$ cat config.mk
export PLATFORM = sky130hd
export DESIGN_NAME = alu_multicycle_flat
export DESIGN_NICKNAME = d
export VERILOG_FILES = /design/src/rtl/alu_pkg.sv /design/src/rtl/alu_multicycle_if.sv /design/src/rtl/alu_muldiv.sv /design/src/rtl/alu_multicycle.sv /design/src/flat_wrapper.sv
export SDC_FILE = /design/constraint.sdc
export NUM_CORES = 1
export LEC_CHECK = 0
export BUFFER_PORTS_ARGS = -buffer_cell sky130_fd_sc_hd__buf_2
export CAP_MARGIN = 25
export CORE_ASPECT_RATIO = 1.75
export CORE_MARGIN = 1
export CORE_UTILIZATION = 60
export DETAILED_ROUTE_END_ITERATION = 16
export PLACE_DENSITY = 0.79
export RECOVER_POWER = 25
export SYNTH_ARGS = -nofsm -noshare
export SYNTH_HDL_FRONTEND = slang
export SYNTH_SLANG_ARGS = --single-unit
$ cat constraint.sdc
create_clock -name clk -period 15.73 [get_ports clk]
set_clock_uncertainty 0.1 [all_clocks]
set_input_delay 3.146 -clock clk [delete_from_list [all_inputs] [get_ports clk]]
set_output_delay 3.146 -clock clk [all_outputs]
set_load 0.02 [all_outputs]
$ cat src/rtl/alu_pkg.sv
// alu_pkg: shared types and helpers for the alu_multicycle block.
// Holds the 4-bit op-code enum, the control FSM state enum and the
// mul/div classification helper used by the top level.
package alu_pkg;

  typedef enum logic [3:0] {
    OP_AND   = 4'b0000,
    OP_OR    = 4'b0001,
    OP_ADD   = 4'b0010,
    OP_XOR   = 4'b0011,
    OP_SLL   = 4'b0100,
    OP_SRL   = 4'b0101,
    OP_SUB   = 4'b0110,
    OP_SLT   = 4'b0111,
    OP_SLTU  = 4'b1000,
    OP_MULT  = 4'b1001,
    OP_MULTU = 4'b1010,
    OP_DIV   = 4'b1011,
    OP_NOR   = 4'b1100,
    OP_SRA   = 4'b1101,
    OP_DIVU  = 4'b1110
  } alu_op_e;

  typedef enum logic [1:0] {
    IDLE = 2'd0,
    BUSY = 2'd1,
    DONE = 2'd2
  } alu_state_e;

  // True for the ops that run on the iterative engine.
  function automatic logic is_muldiv(alu_op_e op);
    return op inside {OP_MULT, OP_MULTU, OP_DIV, OP_DIVU};
  endfunction

endpackage

$ cat src/rtl/alu_multicycle_if.sv
// alu_multicycle_if: request/response bundle of the multi-cycle ALU.
// master = pipeline side (issues ops, takes results), slave = ALU.
interface alu_multicycle_if #(
  parameter int WIDTH = 32
) ();

  logic             in_valid;
  logic             in_ready;
  logic [3:0]       op;
  logic [WIDTH-1:0] src_a;
  logic [WIDTH-1:0] src_b;
  logic             out_valid;
  logic             out_ready;
  logic [WIDTH-1:0] result;
  logic [WIDTH-1:0] hi;
  logic             zero;
  logic             overflow;
  logic             div_by_zero;
  logic             illegal;

  modport master (
    output in_valid, op, src_a, src_b, out_ready,
    input  in_ready, out_valid, result, hi, zero, overflow, div_by_zero, illegal
  );

  modport slave (
    input  in_valid, op, src_a, src_b, out_ready,
    output in_ready, out_valid, result, hi, zero, overflow, div_by_zero, illegal
  );

endinterface

$ cat src/rtl/alu_muldiv.sv
// alu_muldiv: iterative multiply/divide engine, one bit per cycle on
// operand magnitudes, sign fixed up on the way out.
// Divide datapath present only when ALU_MULTICYCLE_DIV_EN is defined.
// done_o pulses on the cycle whose edge performs the final iteration;
// lo_o/hi_o then carry the finished result so the caller can register it
// on that same edge.
module alu_muldiv #(
  parameter int WIDTH = 32
) (
  input  logic             clk,
  input  logic             rst_n,
  input  logic             start_i,
  input  logic             div_i,
  input  logic             signed_i,
  input  logic [WIDTH-1:0] a_i,
  input  logic [WIDTH-1:0] b_i,
  output logic             done_o,
  output logic [WIDTH-1:0] lo_o,
  output logic [WIDTH-1:0] hi_o
);

  localparam int CW = $clog2(WIDTH) + 1;
  localparam logic [CW-1:0] LAST = CW'(WIDTH - 1);

  logic                 busy_q, busy_d;
  logic [CW-1:0]        cnt_q, cnt_d;
  // Multiply: {partial upper, multiplier}. Divide: {remainder, quotient}.
  logic [2*WIDTH-1:0]   acc_q, acc_d;
  logic [WIDTH-1:0]     b_q, b_d;
  logic                 neg_q, neg_d;

  logic [WIDTH-1:0]     mag_a, mag_b;
  logic [WIDTH:0]       mul_sum;
  logic [2*WIDTH-1:0]   mul_next;
  logic [2*WIDTH-1:0]   step_next;
  logic [2*WIDTH-1:0]   prod;

  assign mag_a = (signed_i && a_i[WIDTH-1]) ? -a_i : a_i;
  assign mag_b = (signed_i && b_i[WIDTH-1]) ? -b_i : b_i;

  // Shift-add: add multiplicand into the upper half when the LSB is set.
  assign mul_sum  = {1'b0, acc_q[2*WIDTH-1:WIDTH]} + (acc_q[0] ? {1'b0, b_q} : '0);
  assign mul_next = {mul_sum, acc_q[WIDTH-1:1]};

`ifdef ALU_MULTICYCLE_DIV_EN
  logic                 div_q, div_d;
  logic                 rem_neg_q, rem_neg_d;
  logic [WIDTH:0]       div_shift, div_diff;
  logic                 div_ge;
  logic [2*WIDTH-1:0]   div_next;
  logic [WIDTH-1:0]     quo_mag, rem_mag;

  // Restoring step: shift in the next dividend bit, subtract if it fits.
  assign div_shift = acc_q[2*WIDTH-1:WIDTH-1];
  assign div_diff  = div_shift - {1'b0, b_q};
  assign div_ge    = ~div_diff[WIDTH];
  assign div_next  = {div_ge ? div_diff[WIDTH-1:0] : div_shift[WIDTH-1:0],
                      acc_q[WIDTH-2:0], div_ge};
  assign step_next = div_q ? div_next : mul_next;
  assign quo_mag   = acc_d[WIDTH-1:0];
  assign rem_mag   = acc_d[2*WIDTH-1:WIDTH];
`else
  logic unused_div;
  assign unused_div = div_i;
  assign step_next  = mul_next;
`endif

  assign prod   = neg_q ? -acc_d : acc_d;
  assign done_o = busy_q && (cnt_q == LAST);

  // Next-state of the engine: load on start, iterate while busy.
  // NOTE: every variable written here gets a default first, otherwise an
  // unassigned path would infer a latch.
  always_comb begin
    busy_d = busy_q;
    cnt_d  = cnt_q;
    acc_d  = acc_q;
    b_d    = b_q;
    neg_d  = neg_q;
`ifdef ALU_MULTICYCLE_DIV_EN
    div_d     = div_q;
    rem_neg_d = rem_neg_q;
`endif
    if (start_i) begin
      busy_d = 1'b1;
      cnt_d  = '0;
      acc_d  = {{WIDTH{1'b0}}, mag_a};
      b_d    = mag_b;
      neg_d  = signed_i && (a_i[WIDTH-1] ^ b_i[WIDTH-1]);
`ifdef ALU_MULTICYCLE_DIV_EN
      div_d     = div_i;
      rem_neg_d = signed_i && a_i[WIDTH-1];
`endif
    end else if (busy_q) begin
      cnt_d = cnt_q + 1'b1;
      acc_d = step_next;
      if (cnt_q == LAST) busy_d = 1'b0;
    end
  end

  // Result presentation: full product, or signed quotient/remainder.
  always_comb begin
    lo_o = prod[WIDTH-1:0];
    hi_o = prod[2*WIDTH-1:WIDTH];
`ifdef ALU_MULTICYCLE_DIV_EN
    if (div_q) begin
      lo_o = neg_q     ? -quo_mag : quo_mag;
      hi_o = rem_neg_q ? -rem_mag : rem_mag;
    end
`endif
  end

  // Control registers: synchronous active-low reset aborts any iteration.
  // NOTE: sequential state uses non-blocking <= so all flops update from
  // the same pre-edge values; combinational blocks above use blocking =.
  always_ff @(posedge clk) begin
    if (!rst_n) begin
      busy_q <= 1'b0;
      cnt_q  <= '0;
    end else begin
      busy_q <= busy_d;
      cnt_q  <= cnt_d;
    end
  end

  // Datapath registers: only meaningful while busy_q, loaded on start.
  // NOTE: no reset here on purpose; busy_q gates every use, so resetting
  // the wide datapath would only cost reset routing.
  always_ff @(posedge clk) begin
    acc_q <= acc_d;
    b_q   <= b_d;
    neg_q <= neg_d;
`ifdef ALU_MULTICYCLE_DIV_EN
    div_q     <= div_d;
    rem_neg_q <= rem_neg_d;
`endif
  end

endmodule

$ cat src/rtl/alu_multicycle.sv
// alu_multicycle: handshaked EX-stage ALU. Single-cycle ops finish with
// one registered cycle; MULT/MULTU/DIV/DIVU iterate in alu_muldiv.
// Optional feature: define ALU_MULTICYCLE_DIV_EN to build the divider;
// without it DIV/DIVU are reported as illegal ops.
module alu_multicycle
  import alu_pkg::*;
#(
  parameter int WIDTH = 32
) (
  input  logic               clk,
  input  logic               rst_n,
  alu_multicycle_if.slave    bus
);

  localparam int SHW = $clog2(WIDTH);

  alu_state_e       state_q, state_d;
  logic [WIDTH-1:0] result_q, result_d, hi_q, hi_d;
  logic             zero_q, zero_d, ovf_q, ovf_d, dbz_q, dbz_d, ill_q, ill_d;

  alu_op_e          op_e;
  logic [WIDTH-1:0] a, b, sum, diff;
  logic [SHW-1:0]   shamt;
  logic [WIDTH-1:0] sc_result, sc_hi;
  logic             sc_ovf, sc_dbz, sc_ill;
  logic             accept, go_busy, md_start, md_done;
  logic [WIDTH-1:0] md_lo, md_hi;

  assign op_e   = alu_op_e'(bus.op);
  assign a      = bus.src_a;
  assign b      = bus.src_b;
  assign sum    = a + b;
  assign diff   = a - b;
  assign shamt  = b[SHW-1:0];
  assign accept = bus.in_valid && bus.in_ready;

  // Single-cycle unit; also resolves illegal ops and divide by zero.
  always_comb begin
    sc_result = '0;
    sc_hi     = '0;
    sc_ovf    = 1'b0;
    sc_dbz    = 1'b0;
    sc_ill    = 1'b0;
    case (op_e)
      OP_AND:  sc_result = a & b;
      OP_OR:   sc_result = a | b;
      OP_XOR:  sc_result = a ^ b;
      OP_NOR:  sc_result = ~(a | b);
      OP_ADD: begin
        sc_result = sum;
        sc_ovf    = (a[WIDTH-1] == b[WIDTH-1]) && (sum[WIDTH-1] != a[WIDTH-1]);
      end
      OP_SUB: begin
        sc_result = diff;
        sc_ovf    = (a[WIDTH-1] != b[WIDTH-1]) && (diff[WIDTH-1] != a[WIDTH-1]);
      end
      OP_SLL:  sc_result = a << shamt;
      OP_SRL:  sc_result = a >> shamt;
      OP_SRA:  sc_result = $signed(a) >>> shamt;
      OP_SLT:  sc_result = {{(WIDTH-1){1'b0}}, $signed(a) < $signed(b)};
      OP_SLTU: sc_result = {{(WIDTH-1){1'b0}}, a < b};
      OP_MULT, OP_MULTU: begin
        sc_result = '0;
      end
      OP_DIV, OP_DIVU: begin
`ifdef ALU_MULTICYCLE_DIV_EN
        if (b == '0) begin
          sc_result = '1;
          sc_hi     = a;
          sc_dbz    = 1'b1;
        end
`else
        sc_ill = 1'b1;
`endif
      end
      default: sc_ill = 1'b1;
    endcase
  end

  assign go_busy = is_muldiv(op_e) && !sc_ill && !sc_dbz;

  alu_muldiv #(.WIDTH(WIDTH)) u_muldiv (
    .clk      (clk),
    .rst_n    (rst_n),
    .start_i  (md_start),
    .div_i    (op_e == OP_DIV || op_e == OP_DIVU),
    .signed_i (op_e == OP_MULT || op_e == OP_DIV),
    .a_i      (a),
    .b_i      (b),
    .done_o   (md_done),
    .lo_o     (md_lo),
    .hi_o     (md_hi)
  );

  // FSM next state and output-register loads.
  always_comb begin
    state_d  = state_q;
    result_d = result_q;
    hi_d     = hi_q;
    zero_d   = zero_q;
    ovf_d    = ovf_q;
    dbz_d    = dbz_q;
    ill_d    = ill_q;
    md_start = 1'b0;
    case (state_q)
      IDLE: begin
        if (accept) begin
          if (go_busy) begin
            md_start = 1'b1;
            state_d  = BUSY;
          end else begin
            state_d  = DONE;
            result_d = sc_result;
            hi_d     = sc_hi;
            zero_d   = (sc_result == '0);
            ovf_d    = sc_ovf;
            dbz_d    = sc_dbz;
            ill_d    = sc_ill;
          end
        end
      end
      BUSY: begin
        if (md_done) begin
          state_d  = DONE;
          result_d = md_lo;
          hi_d     = md_hi;
          zero_d   = (md_lo == '0);
          ovf_d    = 1'b0;
          dbz_d    = 1'b0;
          ill_d    = 1'b0;
        end
      end
      DONE: begin
        if (bus.out_ready) state_d = IDLE;
      end
      default: state_d = IDLE;
    endcase
  end

  // State and output registers, synchronous active-low reset.
  always_ff @(posedge clk) begin
    if (!rst_n) begin
      state_q  <= IDLE;
      result_q <= '0;
      hi_q     <= '0;
      zero_q   <= 1'b0;
      ovf_q    <= 1'b0;
      dbz_q    <= 1'b0;
      ill_q    <= 1'b0;
    end else begin
      state_q  <= state_d;
      result_q <= result_d;
      hi_q     <= hi_d;
      zero_q   <= zero_d;
      ovf_q    <= ovf_d;
      dbz_q    <= dbz_d;
      ill_q    <= ill_d;
    end
  end

  // in_ready is forced high while reset is asserted.
  assign bus.in_ready    = !rst_n || (state_q == IDLE);
  assign bus.out_valid   = (state_q == DONE);
  assign bus.result      = result_q;
  assign bus.hi          = hi_q;
  assign bus.zero        = zero_q;
  assign bus.overflow    = ovf_q;
  assign bus.div_by_zero = dbz_q;
  assign bus.illegal     = ill_q;

endmodule

$ cat src/flat_wrapper.sv
// flat-port wrapper written by rule: the top's interface ports become plain ports
module alu_multicycle_flat import alu_pkg::*;
#(
  parameter int WIDTH = 32
)
  (clk, rst_n, bus_in_valid, bus_op, bus_src_a, bus_src_b, bus_out_ready, bus_in_ready, bus_out_valid, bus_result, bus_hi, bus_zero, bus_overflow, bus_div_by_zero, bus_illegal);
  alu_multicycle_if #(.WIDTH(WIDTH)) bus_i ();
  input  logic clk;
  input  logic rst_n;
  input wire logic [$bits(bus_i.in_valid)-1:0] bus_in_valid;
  input wire logic [$bits(bus_i.op)-1:0] bus_op;
  input wire logic [$bits(bus_i.src_a)-1:0] bus_src_a;
  input wire logic [$bits(bus_i.src_b)-1:0] bus_src_b;
  input wire logic [$bits(bus_i.out_ready)-1:0] bus_out_ready;
  output wire logic [$bits(bus_i.in_ready)-1:0] bus_in_ready;
  output wire logic [$bits(bus_i.out_valid)-1:0] bus_out_valid;
  output wire logic [$bits(bus_i.result)-1:0] bus_result;
  output wire logic [$bits(bus_i.hi)-1:0] bus_hi;
  output wire logic [$bits(bus_i.zero)-1:0] bus_zero;
  output wire logic [$bits(bus_i.overflow)-1:0] bus_overflow;
  output wire logic [$bits(bus_i.div_by_zero)-1:0] bus_div_by_zero;
  output wire logic [$bits(bus_i.illegal)-1:0] bus_illegal;
  assign bus_i.in_valid = bus_in_valid;
  assign bus_i.op = bus_op;
  assign bus_i.src_a = bus_src_a;
  assign bus_i.src_b = bus_src_b;
  assign bus_i.out_ready = bus_out_ready;
  assign bus_in_ready = bus_i.in_ready;
  assign bus_out_valid = bus_i.out_valid;
  assign bus_result = bus_i.result;
  assign bus_hi = bus_i.hi;
  assign bus_zero = bus_i.zero;
  assign bus_overflow = bus_i.overflow;
  assign bus_div_by_zero = bus_i.div_by_zero;
  assign bus_illegal = bus_i.illegal;
  alu_multicycle #(.WIDTH(WIDTH)) u_core (.clk(clk), .rst_n(rst_n), .bus(bus_i));
endmodule
==> results of run 1 <==
## cells in the mapped netlist (28+ instances only)
library cell | n | area [um^2]
a21o_1 | 35 | 263
dfxtp_1 | 140 | 2800
a31oi_1 | 51 | 319
clkbuf_1 | 176 | 661
a21oi_1 | 231 | 1160
mux2_2 | 39 | 439
o211ai_1 | 48 | 360
buf_1 | 36 | 135
mux4_2 | 43 | 968
nand2_1 | 264 | 991
o21ai_0 | 150 | 751
nor4_1 | 36 | 225
o31ai_1 | 43 | 323
nor2_1 | 242 | 908
and2_1 | 46 | 288
inv_1 | 123 | 462
nor2b_1 | 31 | 194
nand3_1 | 69 | 345
a22oi_1 | 28 | 210
xnor2_1 | 114 | 998
mux2i_1 | 85 | 851
ha_1 | 150 | 1880
nand4_1 | 40 | 250
nand2b_1 | 29 | 181
edfxtp_1 | 33 | 991
a211oi_1 | 76 | 571
nor3_1 | 70 | 350
## logic make-up after synthesis
logic type / after synthesis
AOI/OAI and AO/OA: 973
xor gates and xnor gates: 142
adders and majority gates: 153
buffers and inverters: 365
DFF: 173
muxes: 167
other: 1
and+or+nand+nor: 970
## per-stage QoR
stage               instances  util, %  hold WS [ps]  worst slack, ps
detailed placement       3378     63.7           344             6690
global placement         3377     63.7           335             6840
floorplan                2944        -           376             6690
CTS                      3410     65.3           356             7100
## routing by layer
| metal | track usage [%] | GRT overflow |
|---|---|---|
| met4 | 73.8 | 72 |
| met3 | 35.3 | 0 |
| met1 | 67.8 | 1 |
| met2 | 92.8 | 106 |
| met5 | 1.71 | 0 |
==> impl_metrics.csv, run 1 <==
group,metric,value,unit
outcome,status,"stopped before the end",
outcome,haltStage,"5_1_grt",
outcome,error,"[ERROR GRT-0116] Global routing finished with congestion. Check the congestion regions in the DRC Viewer.",
placed_design,hpwl,86.0,mm
synth,synthMuxAreaShare,10.2,%
clocking,ctsHoldBuffers,0,
clocking,cts-htree-levels,4,
synth,synth_edf_count,33,
synth,synthesis.nets,3169,
synth,yosysUniqueCellTypes,107,
placed_design,placed_area,23100,um^2
synth,syn_avg_cell_area,7.54,um^2
floorplan,die_h,256,um
floorplan,die_x,147,um
synth,synth-simple-area-share,21.8,%
floorplan,start_util,61.2,%
synth,ys_seq_elements,173,
clocking,cts-buffers-inserted,17,
placed_design,globalplace.congestion,1.23,
global_route,grt_pass1_wl,191,mm
synth,synthAdderAreaFrac,8.72,%
synth,yosysWarningCount,0,
floorplan,num_rows,92,
global_route,grt_pass1_vias,27786,
clocking,cts_resized,0,
synth,synth-xor-area-share,5.64,%
clocking,clock_sinks,173,
synth,synth-main-ff-cell,"dfxtp_1",
global_route,grt.total_usage,67.0,%
synth,synth-async-reset-ratio,0,%
global_route,grt_max_degree,70,
synth,synth_compound_area_share,30.2,%
synth,netlist_area,22200,um^2
synth,ys_seq_area_share,17.1,%
clocking,cts_setup_buffers,0,
synth,syn_inst,2944,
placed_design,port_buffers,140,
synth,synth_top_family_by_area,"compound AO/OA/AOI/OAI gates",
global_route,grt-ovfl-total,179,
clocking,cts-root-buf,"clkbuf_16",
floorplan,design.portCount,142,
clocking,cts.path.max_buffers,2,
==> run 2, diff against run 1 <==
--- a/config.mk
+++ b/config.mk
@@ -7,11 +7,10 @@
 export LEC_CHECK = 0
 export BUFFER_PORTS_ARGS = -buffer_cell sky130_fd_sc_hd__buf_2
 export CAP_MARGIN = 25
-export CORE_ASPECT_RATIO = 1.75
 export CORE_MARGIN = 1
-export CORE_UTILIZATION = 60
+export CORE_UTILIZATION = 40
 export DETAILED_ROUTE_END_ITERATION = 16
-export PLACE_DENSITY = 0.79
+export PLACE_DENSITY_LB_ADDON = 0.15
 export RECOVER_POWER = 25
 export SYNTH_ARGS = -nofsm -noshare
 export SYNTH_HDL_FRONTEND = slang
==> run 2 against run 1 <==
Effect of this change:
- the flow now finishes, with violations (capacitance limit, slew limit)
- synthesized area did not move
- synthesized cell count unchanged
==> impl_metrics.csv, run 2 <==
group,metric,value,unit
outcome,status,"finished, violations left",
outcome,violations,"capacitance limit, slew limit",
synth,yosys.area.top_type,"dfxtp_1",
sta,worst_slew_pin_slew,3650,ps
pwr,power.total,2380,uW
hold_path,hold_depth,2,
floorplan,coreArea,54300,um^2
global_route,grt_pass1_vias,23293,
route,viasPerCell,6.83,
cells_and_area,final_cell_mix,"nand2_1 (264), nor2_1 (238), a21oi_1 (231)",
sta,min_period,10720,ps
sta,timing.final.hold_violations,0,
critical_path,cp-end-kind,"flip-flop",
cells_and_area,largest_reg_flops,64,
synth,ys_seq_elements,173,
cells_and_area,drive_above_1_share,11.0,%
critical_path,crit-reg2reg-capture,"u_core.bus.result[20]",
hold_path,whs_endpoint,"u_core.bus.result[19]",
hold_path,worst_hold_path_type,"flip-flop to flip-flop",
clocking,clk_latency,460,ps
placed_design,hpwl,89.4,mm
sta,whs,355,ps
clocking,cts-root-buf,"clkbuf_16",
placed_design,port_buffers,140,
clocking,cts-buffers-inserted,17,
synth,synth_edf_count,33,
route,drt_pass1_iterations,8,
sta,slew_violations,59,
critical_path,path_max_fanout,57,
critical_path,crit_start,"bus_src_b[0]",
global_route,grt.total_usage,40.3,%
floorplan,die_area,56400,um^2
clocking,clock_sinks,173,
cells_and_area,areaGrowthSynthToFinish,8.14,%
route,drc,0,
clocking,cts_tree,"built",
route,num_vias,25152,
sta,period_share,68.1,%
cells_and_area,nets,3152,
sta,rsz0062_at_grt,"no",
cells_and_area,multiInputGateArea,17100,um^2
synth,synth_most_common_cell,"nand2_1",
placed_design,globalplace.congestion,1.06,
sta,setup_tns,0,ps
clocking,ctsHoldBuffers,0,
cells_and_area,fill_cells,5637,
pwr,cellPowerDensity,99.1,nW/um^2
pwr,p_leak,0.00912,uW
synth,synth_top_area_share,12.6,%
sta,fmax,0.0933,GHz
clocking,cts-htree-levels,4,
synth,synth_common_cells,"nand2_1 (264), nor2_1 (242), a21oi_1 (231), clkbuf_1 (176)",
critical_path,crit_required,16000,ps
route,postRouteAntennaNets,0,
cells_and_area,regArea,3800,um^2
hold_path,hp-start,"u_core.bus.result[19]",
route,wl_per_cell,31.7,um
global_route,grt_max_degree,84,
route,wl,117,mm
clocking,cts_setup_buffers,0,
floorplan,start_util,40.9,%
cells_and_area,layout_commonest_cell,"nand2_1",
pwr,vdd_ir_drop_max,94.0,uV
floorplan,design.portCount,142,
critical_path,arrival,10990,ps
job,maxCapViolations,1,
critical_path,rrSetupSlack,9410,ps
cells_and_area,top_register,"u_core.u_muldiv.acc_q",
synth,syn_avg_cell_area,7.54,um^2
floorplan,die_x,238,um
critical_path,timing.rr.start,"u_core.state_q[1]",
synth,yosysUniqueCellTypes,107,
floorplan,die_h,238,um
synth,synthesis.nets,3169,
sta,finalSetupViolCount,0,
synth,synth-main-ff-cell,"dfxtp_1",
floorplan,num_rows,85,
synth,netlist_area,22200,um^2
critical_path,start_kind,"primary input",
global_route,antenna_found_initial,4,
global_route,grt-ovfl-total,0,
critical_path,worstRegToRegCells,14,
synth,yosysWarningCount,0,
synth,syn_inst,2944,
critical_path,worstSetupPathType,"primary input to flip-flop",
global_route,grt_pass1_wl,166,mm
sta,slew_headroom,-143,%
synth,ys_top_cells_by_area,"dfxtp_1 (13%), ha_1 (8.5%), a21oi_1 (5.2%)",
clocking,clk_pin_slew,70,ps
clocking,cts.path.max_buffers,2,
synth,synth-async-reset-ratio,0,%
synth,ys_seq_area_share,17.1,%
route,first_iter_violations,3302,
clocking,cts_resized,0,
[run 2: critical path: stages]
cell and delay, ps:
buf_2 250, clkbuf_1 2590, ha_1 540, inv_1 70, fa_1 410, nor2b_1 160
o221ai_1 470, a211oi_1 460, nor2_1 120, xnor2_1 150, a211o_1 370, or4_1 620
nor4_1 540, nand4_1 180, nor4_1 550, nand4_1 150, o211ai_1 200
[run 2: cell type report]
type                       count  area share (%)
clock buffer                  19            1.93
timing repair buffer         201            4.58
inverter                     128            2.02
antenna                        1          0.0104
tap                          739            3.85
sequential                   173            15.8
multi-input combinational   2406            71.1
clock inverter                13           0.698
[run 2: cell families (layout without fill, tap and decap cells)]
kind of cell / Yosys count / after routing / synth area share (%)
AO/OA/AOI/OAI: 973 / 973 / 30.2
XOR/XNOR: 142 / 142 / 5.64
AND/OR/NAND/NOR: 970 / 970 / 21.8
multiplexers: 167 / 167 / 10.2
other: 1 / 2 / 0.0169
flip-flops: 173 / 173 / 17.1
buffers and inverters: 365 / 361 / 6.39
adder cells (fa/ha/maj): 153 / 153 / 8.72
[run 2: report_power, final]
| group | leakage [uW] | internal (uW) | switching (uW) |
|---|---|---|---|
| clock | 0.000308 | 241 | 211 |
| sequential | 0.00145 | 541 | 59.8 |
| combinational | 0.00736 | 448 | 878 |
[run 2: metal layers]
layer / part of all wire, % / wire length, um / vias to the layer above / GRT usage (%)
met5: 0.028 / 33 / - / 0
li1: - / - / 11020 / -
met4: 6.7 / 7860 / 4 / 22.7
met2: 41 / 48000 / 1536 / 58.8
met3: 10 / 12200 / 309 / 9.77
met1: 42 / 48500 / 12283 / 53.9
[run 2: worst max path at each step]
stage	slack, ps	endpoint
5_1_grt	4850	u_core.bus.zero
3_3_place_gp	6210	u_core.bus.result[20]
3_5_place_dp	6230	u_core.bus.result[20]
4_1_cts	6690	u_core.bus.result[20]
2_1_floorplan	6690	u_core.bus.hi[24]
6_report	5010	u_core.bus.zero
[run 2: per-stage QoR]
| stage | cells | worst slack, ps | utilization [%] | cell area [um^2] |
|---|---|---|---|---|
| 6_report | 3680 | 5010 | 44.2 | 24000 |
| 5_1_grt | 3679 | 4850 | 44.2 | 24000 |
| 4_1_cts | 3675 | 6690 | 44.2 | 24000 |
| 3_5_place_dp | 3643 | 6230 | 43.1 | 23400 |
| 3_3_place_gp | 3641 | 6210 | 43.0 | 23400 |
| 2_1_floorplan | 2944 | 6690 | - | 22200 |
Note: power is estimated with default switching activity, not from simulation.
==> run 3, diff against run 2 <==
--- a/config.mk
+++ b/config.mk
@@ -5,6 +5,7 @@
 export SDC_FILE = /design/constraint.sdc
 export NUM_CORES = 1
 export LEC_CHECK = 0
+export ABC_AREA = 1
 export BUFFER_PORTS_ARGS = -buffer_cell sky130_fd_sc_hd__buf_2
 export CAP_MARGIN = 25
 export CORE_MARGIN = 1
==> constraint.sdc (replaced) <==
create_clock -name clk -period 9.82 [get_ports clk]
set_clock_uncertainty 0.1 [all_clocks]
set_input_delay 1.964 -clock clk [delete_from_list [all_inputs] [get_ports clk]]
set_output_delay 1.964 -clock clk [all_outputs]
set_load 0.02 [all_outputs]
==> run 3 against run 2 <==
Effect of this change:
- the run still ends with capacitance limit, slew limit left
- combinational power grew 71%
- critical path type unchanged
- largest power group unchanged
- global-route usage shrank 3.0 points
- worst setup slack lost 1800 ps
- clock-buffer cell count shrank 2
- wire length shrank 7.6%
- via count grew 8.3%
- die area grew 1.1%
- critical endpoint is now u_core.bus.hi[16]
==> impl_metrics.csv, run 3 <==
group,metric,value,unit
critical_path,path_max_fanout,48,
synth,synth_top_area_share,20.5,%
cells_and_area,fill_cells,6356,
critical_path,start_kind,"primary input",
route,postRouteAntennaNets,0,
global_route,grt_max_degree,91,
sta,slew_headroom,-55.2,%
synth,synth_most_common_cell,"nand2_1",
floorplan,die_area,57100,um^2
clocking,ctsHoldBuffers,0,
sta,slew_violations,49,
global_route,grt_pass1_vias,24843,
sta,worst_slew_pin_slew,2330,ps
cells_and_area,areaGrowthSynthToFinish,7.47,%
route,wl_met3,9.55,mm
cells_and_area,fin_area,24100,um^2
route,route.top_layer_used,"met4",
pwr,power.total,3940,uW
cells_and_area,antenna_cells,0,
clocking,cts.path.max_buffers,2,
cells_and_area,final_cell_mix,"nand2_1 (1224), nor2_1 (480), inv_1 (412)",
cells_and_area,largest_reg_flops,64,
placed_design,globalplace.congestion,1.08,
route,wl_per_cell,22.4,um
critical_path,crit_required,10140,ps
synth,ys_seq_area_share,16.9,%
critical_path,cp-end-kind,"flip-flop",
clocking,clock_sinks,173,
clocking,cts-root-buf,"clkbuf_16",
floorplan,coreArea,55300,um^2
pwr,cellPowerDensity,163,nW/um^2
clocking,clk_latency,500,ps
placed_design,pre_cts_ws,3090,ps
route,wl,108,mm
cells_and_area,postLayoutCoreUtil,43.6,%
route,drt-met1-wl,44.3,mm
route,first_iter_violations,3233,
global_route,grt.total_usage,37.2,%
synth,synth_edf_count,33,
sta,finalSetupViolCount,0,
global_route,antenna_found_initial,2,
floorplan,design.portCount,142,
pwr,p_leak,0.0116,uW
job,maxCapViolations,1,
sta,rsz0062_at_grt,"no",
synth,syn_inst,4013,
clocking,cts-htree-levels,4,
sta,min_period,6570,ps
critical_path,worstSetupPathType,"primary input to flip-flop",
synth,synth-async-reset-ratio,0,%
floorplan,num_rows,86,
global_route,grt_pass1_wl,157,mm
synth,yosys.area.top_type,"nand2_1",
synth,yosysUniqueCellTypes,64,
route,viasPerCell,5.67,
synth,synth_common_cells,"nand2_1 (1224), nor2_1 (483), inv_1 (412), nand3_1 (362), o21ai_0 (309)",
placed_design,port_buffers,140,
synth,ys_seq_elements,173,
pwr,vdd_ir_drop_max,143,uV
outcome,violations,"capacitance limit, slew limit",
route,drt_pass1_iterations,6,
floorplan,die_h,239,um
sta,setup_tns,0,ps
outcome,status,"finished, violations left",
placed_design,hpwl,87.2,mm
clocking,cts-buffers-inserted,17,
sta,timing.final.hold_violations,0,
sta,period_share,66.9,%
critical_path,arrival,6890,ps
cells_and_area,nets,4266,
clocking,cts_tree,"built",
synth,yosysWarningCount,0,
cells_and_area,top_register,"u_core.u_muldiv.acc_q",
floorplan,die_x,239,um
synth,synthesis.nets,4238,
hold_path,worst_hold_path_type,"flip-flop to flip-flop",
cells_and_area,layout_commonest_cell,"nand2_1",
cells_and_area,drive_above_1_share,5.77,%
synth,synth-main-ff-cell,"dfxtp_1",
placed_design,placed_area,23600,um^2
synth,ys_top_cells_by_area,"nand2_1 (20%), dfxtp_1 (12%), ha_1 (8.4%)",
global_route,grt-ovfl-total,0,
route,wl_met2,45.8,mm
route,drc,0,
sta,fmax,0.152,GHz
route,num_vias,27244,
clocking,clk_pin_slew,80,ps
clocking,cts_resized,0,
clocking,cts_setup_buffers,0,
synth,syn_avg_cell_area,5.60,um^2
floorplan,start_util,40.6,%
synth,netlist_area,22500,um^2
sta,setup_ws,3250,ps
==> run 3: cell count changes after synthesis, moves of 67 or more <==
cell,before,now
inv_1,123,412
nand2_1,264,1224
mux2i_1,85,18
nor2_1,242,483
nand3_1,69,362
a211oi_1,76,5
o21ai_0,150,309
xnor2_1,114,3
==> run 3: per-layer routing <==
layer / global-route usage, % / vias to the layer above
li1: - / 13208
met1: 47.6 / 12369
met2: 57.0 / 1400
met3: 6.67 / 267
met4: 25.0 / 0
met5: 0 / -
==> run 3: logic make-up after synthesis <==
family                   after synthesis  share of synthesized area, %
XOR/XNOR                              56                          2.18
other                                  1                        0.0167
multiplexers                          18                         0.802
adder cells (fa/ha/maj)              153                          8.63
AND/OR/NAND/NOR                     2261                          42.3
AO/OA/AOI/OAI                        751                          18.6
flip-flops                           173                          16.9
buffers and inverters                600                          10.6
==> run 3: worst paths after layout <==
kind                     startpoint                end  slack, ps  cells after the start
hold reg to reg    u_core.bus.hi[9]   u_core.bus.hi[9]        360                      2
setup reg to reg  u_core.state_q[0]  u_core.bus.hi[16]       4220                     21
setup / recovery          bus_op[0]  u_core.bus.hi[16]       3250                     22
hold / removal     u_core.bus.hi[9]   u_core.bus.hi[9]        360                      2
==> run 3: metrics by stage <==
| step | std cells | hold WS [ps] |
|---|---|---|
| floorplan | 4013 | 358 |
| global placement | 4770 | 351 |
| detailed placement | 4770 | 353 |
| CTS | 4801 | 365 |
| global route | 4801 | 381 |
| finish | 4801 | 364 |
==> run 3: final cells by class <==
cell class | count | area [um^2] | area share, %
clock buffers | 17 | 425 | 1.76
multi-input cells | 3240 | 16300 | 67.6
well taps | 748 | 936 | 3.88
repair buffers | 178 | 900 | 3.73
inverters | 431 | 1620 | 6.70
clock inverters | 14 | 148 | 0.612
flip-flops and latches | 173 | 3790 | 15.7
==> run 3: critical path: stages <==
cell      delay [ps]
clkbuf_1         330
inv_2             70
nand2_1          140
a21oi_1          120
nand3_2           70
clkbuf_1        1640
nand2_1          170
nand2_2          210
ha_1             190
inv_1             40
nor2_1           180
nand3_2          150
nor2_1           300
nand4_1          220
inv_1            110
nand2_1           70
nor2_1           210
nand2_1          120
o21ai_1          160
xor2_1           170
nand2_1           70
a21oi_1          120
==> run 3: where the power goes <==
group,internal [uW],switching (uW)
clock,336,351
sequential,873,104
combinational,651,1620
total,1860,2080
